===== src/rtl/dht_disp_pkg.sv =====
// Shared types and constants for the sensor-to-BCD display formatter.
// DHT_BCD_SATURATE_EN (see dht_bcd_formatter.sv) selects clamping of values >= 100 to 99.
package dht_disp_pkg;
  localparam int BCD_W          = 4;
  localparam int DABBLE_STEPS   = 8;
  localparam int ALT_PERIOD_DEF = 25_000_000;
  localparam int ALT_CNT_W      = 26;

  typedef enum logic [1:0] {
    ST_IDLE = 2'd0,
    ST_CONV = 2'd1,
    ST_DONE = 2'd2
  } state_e;

  typedef struct packed {
    state_e            state;
    logic              pending;
    logic [BCD_W-1:0]  hundreds;
  } dbg_t;

  // Double-dabble correction: a digit of 5 or more would overflow past 9 after the shift.
  function automatic logic [BCD_W-1:0] add3(input logic [BCD_W-1:0] d);
    return (d >= BCD_W'(5)) ? d + BCD_W'(3) : d;
  endfunction
endpackage


===== src/rtl/dht_bcd_formatter_if.sv =====
// Sensor-reading input and BCD digit output bundle of dht_bcd_formatter.
// data_valid is a one-cycle strobe with no ready: the formatter always accepts it.
interface dht_bcd_formatter_if;
  import dht_disp_pkg::*;

  logic             data_valid;
  logic [7:0]       humidity;
  logic [7:0]       temperature;
  logic [BCD_W-1:0] tens;
  logic [BCD_W-1:0] ones;
  logic             src;
  logic             busy;
  logic             done;
  dbg_t             dbg;

  modport master (
    output data_valid, humidity, temperature,
    input  tens, ones, src, busy, done, dbg
  );

  modport slave (
    input  data_valid, humidity, temperature,
    output tens, ones, src, busy, done, dbg
  );
endinterface


===== src/rtl/bcd_dabble_core.sv =====
// Sequential 8-bit binary to 12-bit BCD converter: load, then one shift-and-add-3 per step.
module bcd_dabble_core
  import dht_disp_pkg::*;
(
  input  logic               clk,
  input  logic               rst_n,
  input  logic               load,
  input  logic               step,
  input  logic [7:0]         din,
  output logic [3*BCD_W-1:0] bcd
);
  logic [7:0]         sr_q, sr_d;
  logic [3*BCD_W-1:0] bcd_q, bcd_d;
  logic [3*BCD_W-1:0] adj;
  logic [3*BCD_W+7:0] shifted;

  always_comb begin
    adj     = {add3(bcd_q[11:8]), add3(bcd_q[7:4]), add3(bcd_q[3:0])};
    shifted = {adj, sr_q} << 1;
    sr_d    = sr_q;
    bcd_d   = bcd_q;
    if (load) begin
      sr_d  = din;
      bcd_d = '0;
    end else if (step) begin
      bcd_d = shifted[3*BCD_W+7:8];
      sr_d  = shifted[7:0];
    end
  end

  always_ff @(posedge clk or negedge rst_n) begin
    if (!rst_n) begin
      sr_q  <= '0;
      bcd_q <= '0;
    end else begin
      sr_q  <= sr_d;
      bcd_q <= bcd_d;
    end
  end

  assign bcd = bcd_q;
endmodule


===== src/rtl/dht_bcd_formatter.sv =====
// Alternates humidity/temperature readings into two registered BCD digits for a display.
// Define DHT_BCD_SATURATE_EN to show 9,9 for values >= 100 instead of the low two digits.
module dht_bcd_formatter
  import dht_disp_pkg::*;
#(
  parameter int ALT_PERIOD = ALT_PERIOD_DEF
) (
  input logic                 clk,
  input logic                 rst_n,
  dht_bcd_formatter_if.slave  bus
);
  localparam logic [ALT_CNT_W-1:0] ALT_LAST  = ALT_CNT_W'(ALT_PERIOD - 1);
  localparam logic [2:0]           STEP_LAST = 3'(DABBLE_STEPS - 1);

  state_e               state_q, state_d;
  logic [2:0]           step_cnt_q, step_cnt_d;
  logic [ALT_CNT_W-1:0] alt_cnt_q, alt_cnt_d;
  logic                 alt_src_q, alt_src_d;
  logic                 pending_q, pending_d;
  logic                 conv_src_q, conv_src_d;
  logic [7:0]           hold_h_q, hold_h_d;
  logic [7:0]           hold_t_q, hold_t_d;
  logic [BCD_W-1:0]     tens_q, tens_d;
  logic [BCD_W-1:0]     ones_q, ones_d;
  logic                 src_q, src_d;
  logic                 done_q, done_d;

  logic                 wrap, req, load, step;
  logic [7:0]           sel_h, sel_t, din;
  logic [3*BCD_W-1:0]   bcd;

  bcd_dabble_core u_core (
    .clk   (clk),
    .rst_n (rst_n),
    .load  (load),
    .step  (step),
    .din   (din),
    .bcd   (bcd)
  );

  always_comb begin
    wrap      = (alt_cnt_q == ALT_LAST);
    alt_cnt_d = wrap ? '0 : alt_cnt_q + 1'b1;
    alt_src_d = alt_src_q ^ wrap;
    req       = bus.data_valid | wrap;
    // A reading arriving with the request is converted directly, not the stale hold value.
    sel_h     = bus.data_valid ? bus.humidity    : hold_h_q;
    sel_t     = bus.data_valid ? bus.temperature : hold_t_q;
    din       = alt_src_d ? sel_t : sel_h;
    hold_h_d  = sel_h;
    hold_t_d  = sel_t;

    state_d    = state_q;
    step_cnt_d = step_cnt_q;
    pending_d  = pending_q;
    conv_src_d = conv_src_q;
    tens_d     = tens_q;
    ones_d     = ones_q;
    src_d      = src_q;
    done_d     = 1'b0;
    load       = 1'b0;
    step       = 1'b0;

    case (state_q)
      ST_IDLE: begin
        if (req || pending_q) begin
          state_d    = ST_CONV;
          load       = 1'b1;
          step_cnt_d = '0;
          conv_src_d = alt_src_d;
          pending_d  = 1'b0;
        end
      end
      ST_CONV: begin
        step       = 1'b1;
        step_cnt_d = step_cnt_q + 1'b1;
        if (req) pending_d = 1'b1;
        if (step_cnt_q == STEP_LAST) state_d = ST_DONE;
      end
      ST_DONE: begin
        if (req) pending_d = 1'b1;
        state_d = ST_IDLE;
        src_d   = conv_src_q;
        done_d  = 1'b1;
`ifdef DHT_BCD_SATURATE_EN
        if (bcd[11:8] != '0) begin
          tens_d = BCD_W'(9);
          ones_d = BCD_W'(9);
        end else begin
          tens_d = bcd[7:4];
          ones_d = bcd[3:0];
        end
`else
        tens_d = bcd[7:4];
        ones_d = bcd[3:0];
`endif
      end
      default: state_d = ST_IDLE;
    endcase
  end

  always_ff @(posedge clk or negedge rst_n) begin
    if (!rst_n) begin
      state_q    <= ST_IDLE;
      step_cnt_q <= '0;
      alt_cnt_q  <= '0;
      alt_src_q  <= 1'b0;
      pending_q  <= 1'b0;
      conv_src_q <= 1'b0;
      hold_h_q   <= '0;
      hold_t_q   <= '0;
      tens_q     <= '0;
      ones_q     <= '0;
      src_q      <= 1'b0;
      done_q     <= 1'b0;
    end else begin
      state_q    <= state_d;
      step_cnt_q <= step_cnt_d;
      alt_cnt_q  <= alt_cnt_d;
      alt_src_q  <= alt_src_d;
      pending_q  <= pending_d;
      conv_src_q <= conv_src_d;
      hold_h_q   <= hold_h_d;
      hold_t_q   <= hold_t_d;
      tens_q     <= tens_d;
      ones_q     <= ones_d;
      src_q      <= src_d;
      done_q     <= done_d;
    end
  end

  assign bus.tens = tens_q;
  assign bus.ones = ones_q;
  assign bus.src  = src_q;
  assign bus.done = done_q;
  assign bus.busy = (state_q != ST_IDLE);
  assign bus.dbg  = '{state: state_q, pending: pending_q, hundreds: bcd[11:8]};
endmodule


===== src/flat_wrapper.sv =====
// flat-port wrapper written by rule: the top's interface ports become plain ports
module dht_bcd_formatter_flat import dht_disp_pkg::*;
#(
  parameter int ALT_PERIOD = ALT_PERIOD_DEF
)
  (clk, rst_n, bus_data_valid, bus_humidity, bus_temperature, bus_tens, bus_ones, bus_src, bus_busy, bus_done, bus_dbg);
  dht_bcd_formatter_if bus_i ();
  input logic clk;
  input logic rst_n;
  input wire logic [$bits(bus_i.data_valid)-1:0] bus_data_valid;
  input wire logic [$bits(bus_i.humidity)-1:0] bus_humidity;
  input wire logic [$bits(bus_i.temperature)-1:0] bus_temperature;
  output wire logic [$bits(bus_i.tens)-1:0] bus_tens;
  output wire logic [$bits(bus_i.ones)-1:0] bus_ones;
  output wire logic [$bits(bus_i.src)-1:0] bus_src;
  output wire logic [$bits(bus_i.busy)-1:0] bus_busy;
  output wire logic [$bits(bus_i.done)-1:0] bus_done;
  output wire logic [$bits(bus_i.dbg)-1:0] bus_dbg;
  assign bus_i.data_valid = bus_data_valid;
  assign bus_i.humidity = bus_humidity;
  assign bus_i.temperature = bus_temperature;
  assign bus_tens = bus_i.tens;
  assign bus_ones = bus_i.ones;
  assign bus_src = bus_i.src;
  assign bus_busy = bus_i.busy;
  assign bus_done = bus_i.done;
  assign bus_dbg = bus_i.dbg;
  dht_bcd_formatter #(.ALT_PERIOD(ALT_PERIOD)) u_core (.clk(clk), .rst_n(rst_n), .bus(bus_i));
endmodule

===== config.mk =====
export PLATFORM = sky130hd
export DESIGN_NAME = dht_bcd_formatter_flat
export DESIGN_NICKNAME = d
export VERILOG_FILES = /design/src/rtl/dht_disp_pkg.sv /design/src/rtl/dht_bcd_formatter_if.sv /design/src/rtl/bcd_dabble_core.sv /design/src/rtl/dht_bcd_formatter.sv /design/src/flat_wrapper.sv
export SDC_FILE = /design/constraint.sdc
export NUM_CORES = 1
export LEC_CHECK = 0
export ABC_AREA = 0
export CAP_MARGIN = 40
export CELL_PAD_IN_SITES_DETAIL_PLACEMENT = 0
export CELL_PAD_IN_SITES_GLOBAL_PLACEMENT = 2
export CORE_MARGIN = 10
export CORE_UTILIZATION = 39
export CTS_BUF_LIST = sky130_fd_sc_hd__clkbuf_2 sky130_fd_sc_hd__clkbuf_4 sky130_fd_sc_hd__clkbuf_8
export CTS_CLUSTER_DIAMETER = 50
export DETAILED_ROUTE_END_ITERATION = 8
export HOLD_SLACK_MARGIN = 0.12
export PLACE_DENSITY = 0.92
export SYNTH_ARGS = -nofsm -noshare
export SYNTH_HDL_FRONTEND = slang
export SYNTH_SLANG_ARGS = --single-unit

===== constraint.sdc =====
create_clock -name clk -period 2.6 [get_ports clk]
set_clock_uncertainty 0.2 [all_clocks]
set_input_delay 0.26 -clock clk [delete_from_list [all_inputs] [get_ports clk]]
set_output_delay 0.26 -clock clk [all_outputs]
set_load 0.005 [all_outputs]

==> out/metrics.cfg <==
[timing]
worstMarginPinSlew_ns = 0.603
period_minus_slack_ns = 2.37
rsz0062_at_grt = false
period_share_pct = 91.0
finalSetupViolCount = 0
slew_violations = 0
hold_viol = 0
worst_slack_ns = 0.234
fmax_ghz = 0.423
relSlewSlack_pct = 59.8
tns_ns = 0

[worst_hold_path]
hp-class = in -> async

[placed_design]
preCtsSetupSlack_ns = 0.186
dpl.hpwl_mm = 6.34
globalplace.congestion = 0.797
port_buffers = 36
place_inst = 568
place_area_mm2 = 0.00470

[pwr]
p_leak_nw = 2.16
switchingPower_mw = 1.46
ir_worst_vdd_mv = 0.488
sw_frac_of_total_pct = 35.2
clkPwrFrac_pct = 22.0
p_int_mw = 2.70
seq_power_share_pct = 40.1
p_comb_share_pct = 37.8
power_density_mw_per_mm2 = 847

[synthesis]
muxShareOfSynthArea_pct = 9.12
ys_async_sr_fraction_pct = 100
synthSimpleGateAreaFrac_pct = 17.2
ys_seq_elements = 80
synthFlopType = dfrtp_1
yosys.area_share.adder_pct = 4.24
synth_compound_area_share_pct = 11.1
synthXorXnorAreaFrac_pct = 5.73
netlist_area_mm2 = 0.00413
synth_edf_count = 0
syn_area_per_cell_um2 = 10.4
yosysUniqueCellTypes = 53
synth_top_family_by_area = simple AND/OR/NAND/NOR gates
synth.net_count = 430
ys_seq_area_share_pct = 48.5
netlist_instances = 397
yosys_warnings = 0

[finish]
areaGrowthSynthToFinish_pct = 18.9
final_nets = 477
finish.instance_area_mm2 = 0.00491
insertedDiodeCount = 0
mostFrequentLayoutCells = 80 x dfrtp_1, 53 x nor2_1, 35 x clkdlybuf4s50_1, 27 x o21ai_0, 21 x mux2_2
instances_no_fill = 584
drive_gt1_share_pct = 14.3
fillerInstances = 953
mostFrequentLayoutCell = dfrtp_1

[grt]
top_usage_layer = met2
global_route.usage.met3_pct = 3.33
grt_pass1_vias = 2961
grt_usage_pct = 12.1
antenna_found_initial = 0
grt_overflow_total = 0
grt_use_met1_pct = 16.0
grt_max_degree = 46
grt.met2_usage_pct = 19.1
grt_pass1_wl_mm = 14.9

[cts]
cts_sinks = 80
postCtsSetupBuffers = 0
cts_tree = built
cts_max_level = 3
cts_max_path_buffers = 2
cts-root-buf = clkbuf_8
clk_latency_ns = 0.36
numCtsBuffers = 9
clk_pin_slew_ns = 0.09

[outcome]
outcome = finished, final reports clean

[setup_path]
arrival_ns = 1.91
critical_path_class = reg -> out
end_kind = output port
cp.required_ns = 2.14
cp_max_fo = 9
critPathLaunchType = flip-flop

[drt]
postRouteAntennaNets = 0
vias = 3009
vias_per_cell = 5.15
firstDrtPassIters = 4
wl_per_cell_um = 15.2
wl_mm = 8.89
drc = 0
drtIter0Drc = 258

[floorplan]
io_pins = 37
die_h_um = 123
die-area_mm2 = 0.0151
core_mm2 = 0.0103
rows = 37
dieWidth_um = 123
initial_core_util_pct = 40.0

[job]
maxCapViolations = 0

[worst paths after layout]
| check | startpoint | endpoint | slack (ns) | cells past startpoint |
|---|---|---|---|---|
| min reg2reg | u_core.alt_cnt_q[0] | u_core.alt_cnt_q[0] | 0.29 | 1 |
| max reg2reg | u_core.alt_cnt_q[0] | u_core.u_core.sr_q[4] | 0.28 | 7 |
| min | rst_n | u_core.bus.tens[3] | 0.25 | 2 |
| max | u_core.state_q[0] | bus_busy | 0.23 | 5 |
| min in group clk | u_core.alt_cnt_q[0] | u_core.alt_cnt_q[0] | 0.29 | 1 |
| max in group asynchronous | rst_n | u_core.alt_cnt_q[5] | 1.33 | 3 |
[power by group through the flow]
stage	Combinational (mW)	Sequential, mW	Clock [mW]
floorplan	1.04	1.65	0
global placement	1.54	1.68	0
detailed placement	1.56	1.69	0
CTS	1.58	1.67	0.946
global route	1.76	1.70	0.990
finish	1.57	1.67	0.916
[flip-flops by register name, indices dropped and copies added (netlist names)]
| name | flops |
|---|---|
| u_core.conv_src_q | 1 |
| u_core.bus.ones | 4 |
| u_core.state_q | 2 |
| u_core.bus.done | 1 |
| u_core.bus.tens | 4 |
| u_core.u_core.sr_q | 8 |
| u_core.pending_q | 1 |
| u_core.hold_h_q | 8 |
| u_core.hold_t_q | 8 |
| u_core.alt_cnt_q | 26 |
| u_core.alt_src_q | 1 |
| u_core.bus.src | 1 |
| u_core.u_core.bcd | 12 |
| u_core.step_cnt_q | 3 |
[Yosys cell counts, types with 4 or more instances]
| cell | number | area, um^2 |
|---|---|---|
| dfrtp_1 | 80 | 2000 |
| nor2_1 | 53 | 199 |
| o21ai_0 | 27 | 135 |
| mux2_2 | 21 | 236 |
| inv_1 | 20 | 75.1 |
| nand2_1 | 20 | 75.1 |
| a21oi_1 | 16 | 80.1 |
| xnor2_1 | 16 | 140 |
| ha_1 | 14 | 175 |
| mux2i_1 | 14 | 140 |
| nand3_1 | 13 | 65.1 |
| xor2_1 | 11 | 96.3 |
| buf_2 | 6 | 30.0 |
| and4_1 | 5 | 43.8 |
| buf_4 | 5 | 37.5 |
| clkbuf_1 | 5 | 18.8 |
| nand4_1 | 5 | 31.3 |
| nor3_1 | 5 | 25.0 |
| o22ai_1 | 5 | 31.3 |
| a211oi_1 | 4 | 30.0 |
| a32o_1 | 4 | 40.0 |
| nand2b_1 | 4 | 25.0 |
[per-layer routing]
metal | part of all wire, % | vias up
met4 | 1.0 | 0
met2 | 47 | 59
met3 | 5.1 | 9
met5 | 0 | -
met1 | 47 | 1459
li1 | - | 1482
[stage by stage]
step	total power, mW	hold WS [ns]	utilization, %
4_1_cts	4.20	0.261	47.5
2_1_floorplan	2.69	-0.236	-
3_3_place_gp	3.22	0.109	45.5
3_5_place_dp	3.26	0.111	45.5
5_1_grt	4.45	0.298	47.6
6_report	4.16	0.251	47.6
[worst max-delay path, cell delays in order (launching register included)]
cell and delay [ns]:
dfrtp_1 0.42, inv_1 0.10, ha_1 0.24, clkinv_1 0.10, buf_4 0.17, clkdlybuf4s50_1 0.52
[layout make-up]
cell class                 count  area [um^2]  share of cell area [%]
clock inverter                 6         70.1                    1.43
timing repair buffer          53          500                    10.2
inverter                      22         82.6                    1.68
multi-input combinational    278         1960                    39.9
sequential                    80         2000                    40.8
clock buffer                   9          124                    2.52
tap                          136          170                    3.47
[what timing repair did]
action,in CTS,in global routing
hold buffers,1,0
gates resized for setup,0,1
setup endpoints to repair,0,1
hold endpoints to repair,44,0
[cells by family (layout without fill, tap and decap cells)]
group                      count (synthesis)  count (layout)
AOI/OAI and AO/OA                         72              72
xor gates and xnor gates                  27              27
adders and majority gates                 14              14
buffers and inverters                     39              90
DFF                                       80              80
muxes                                     35              35
and+or+nand+nor                          130             130
(Power assumes the default switching activity.)
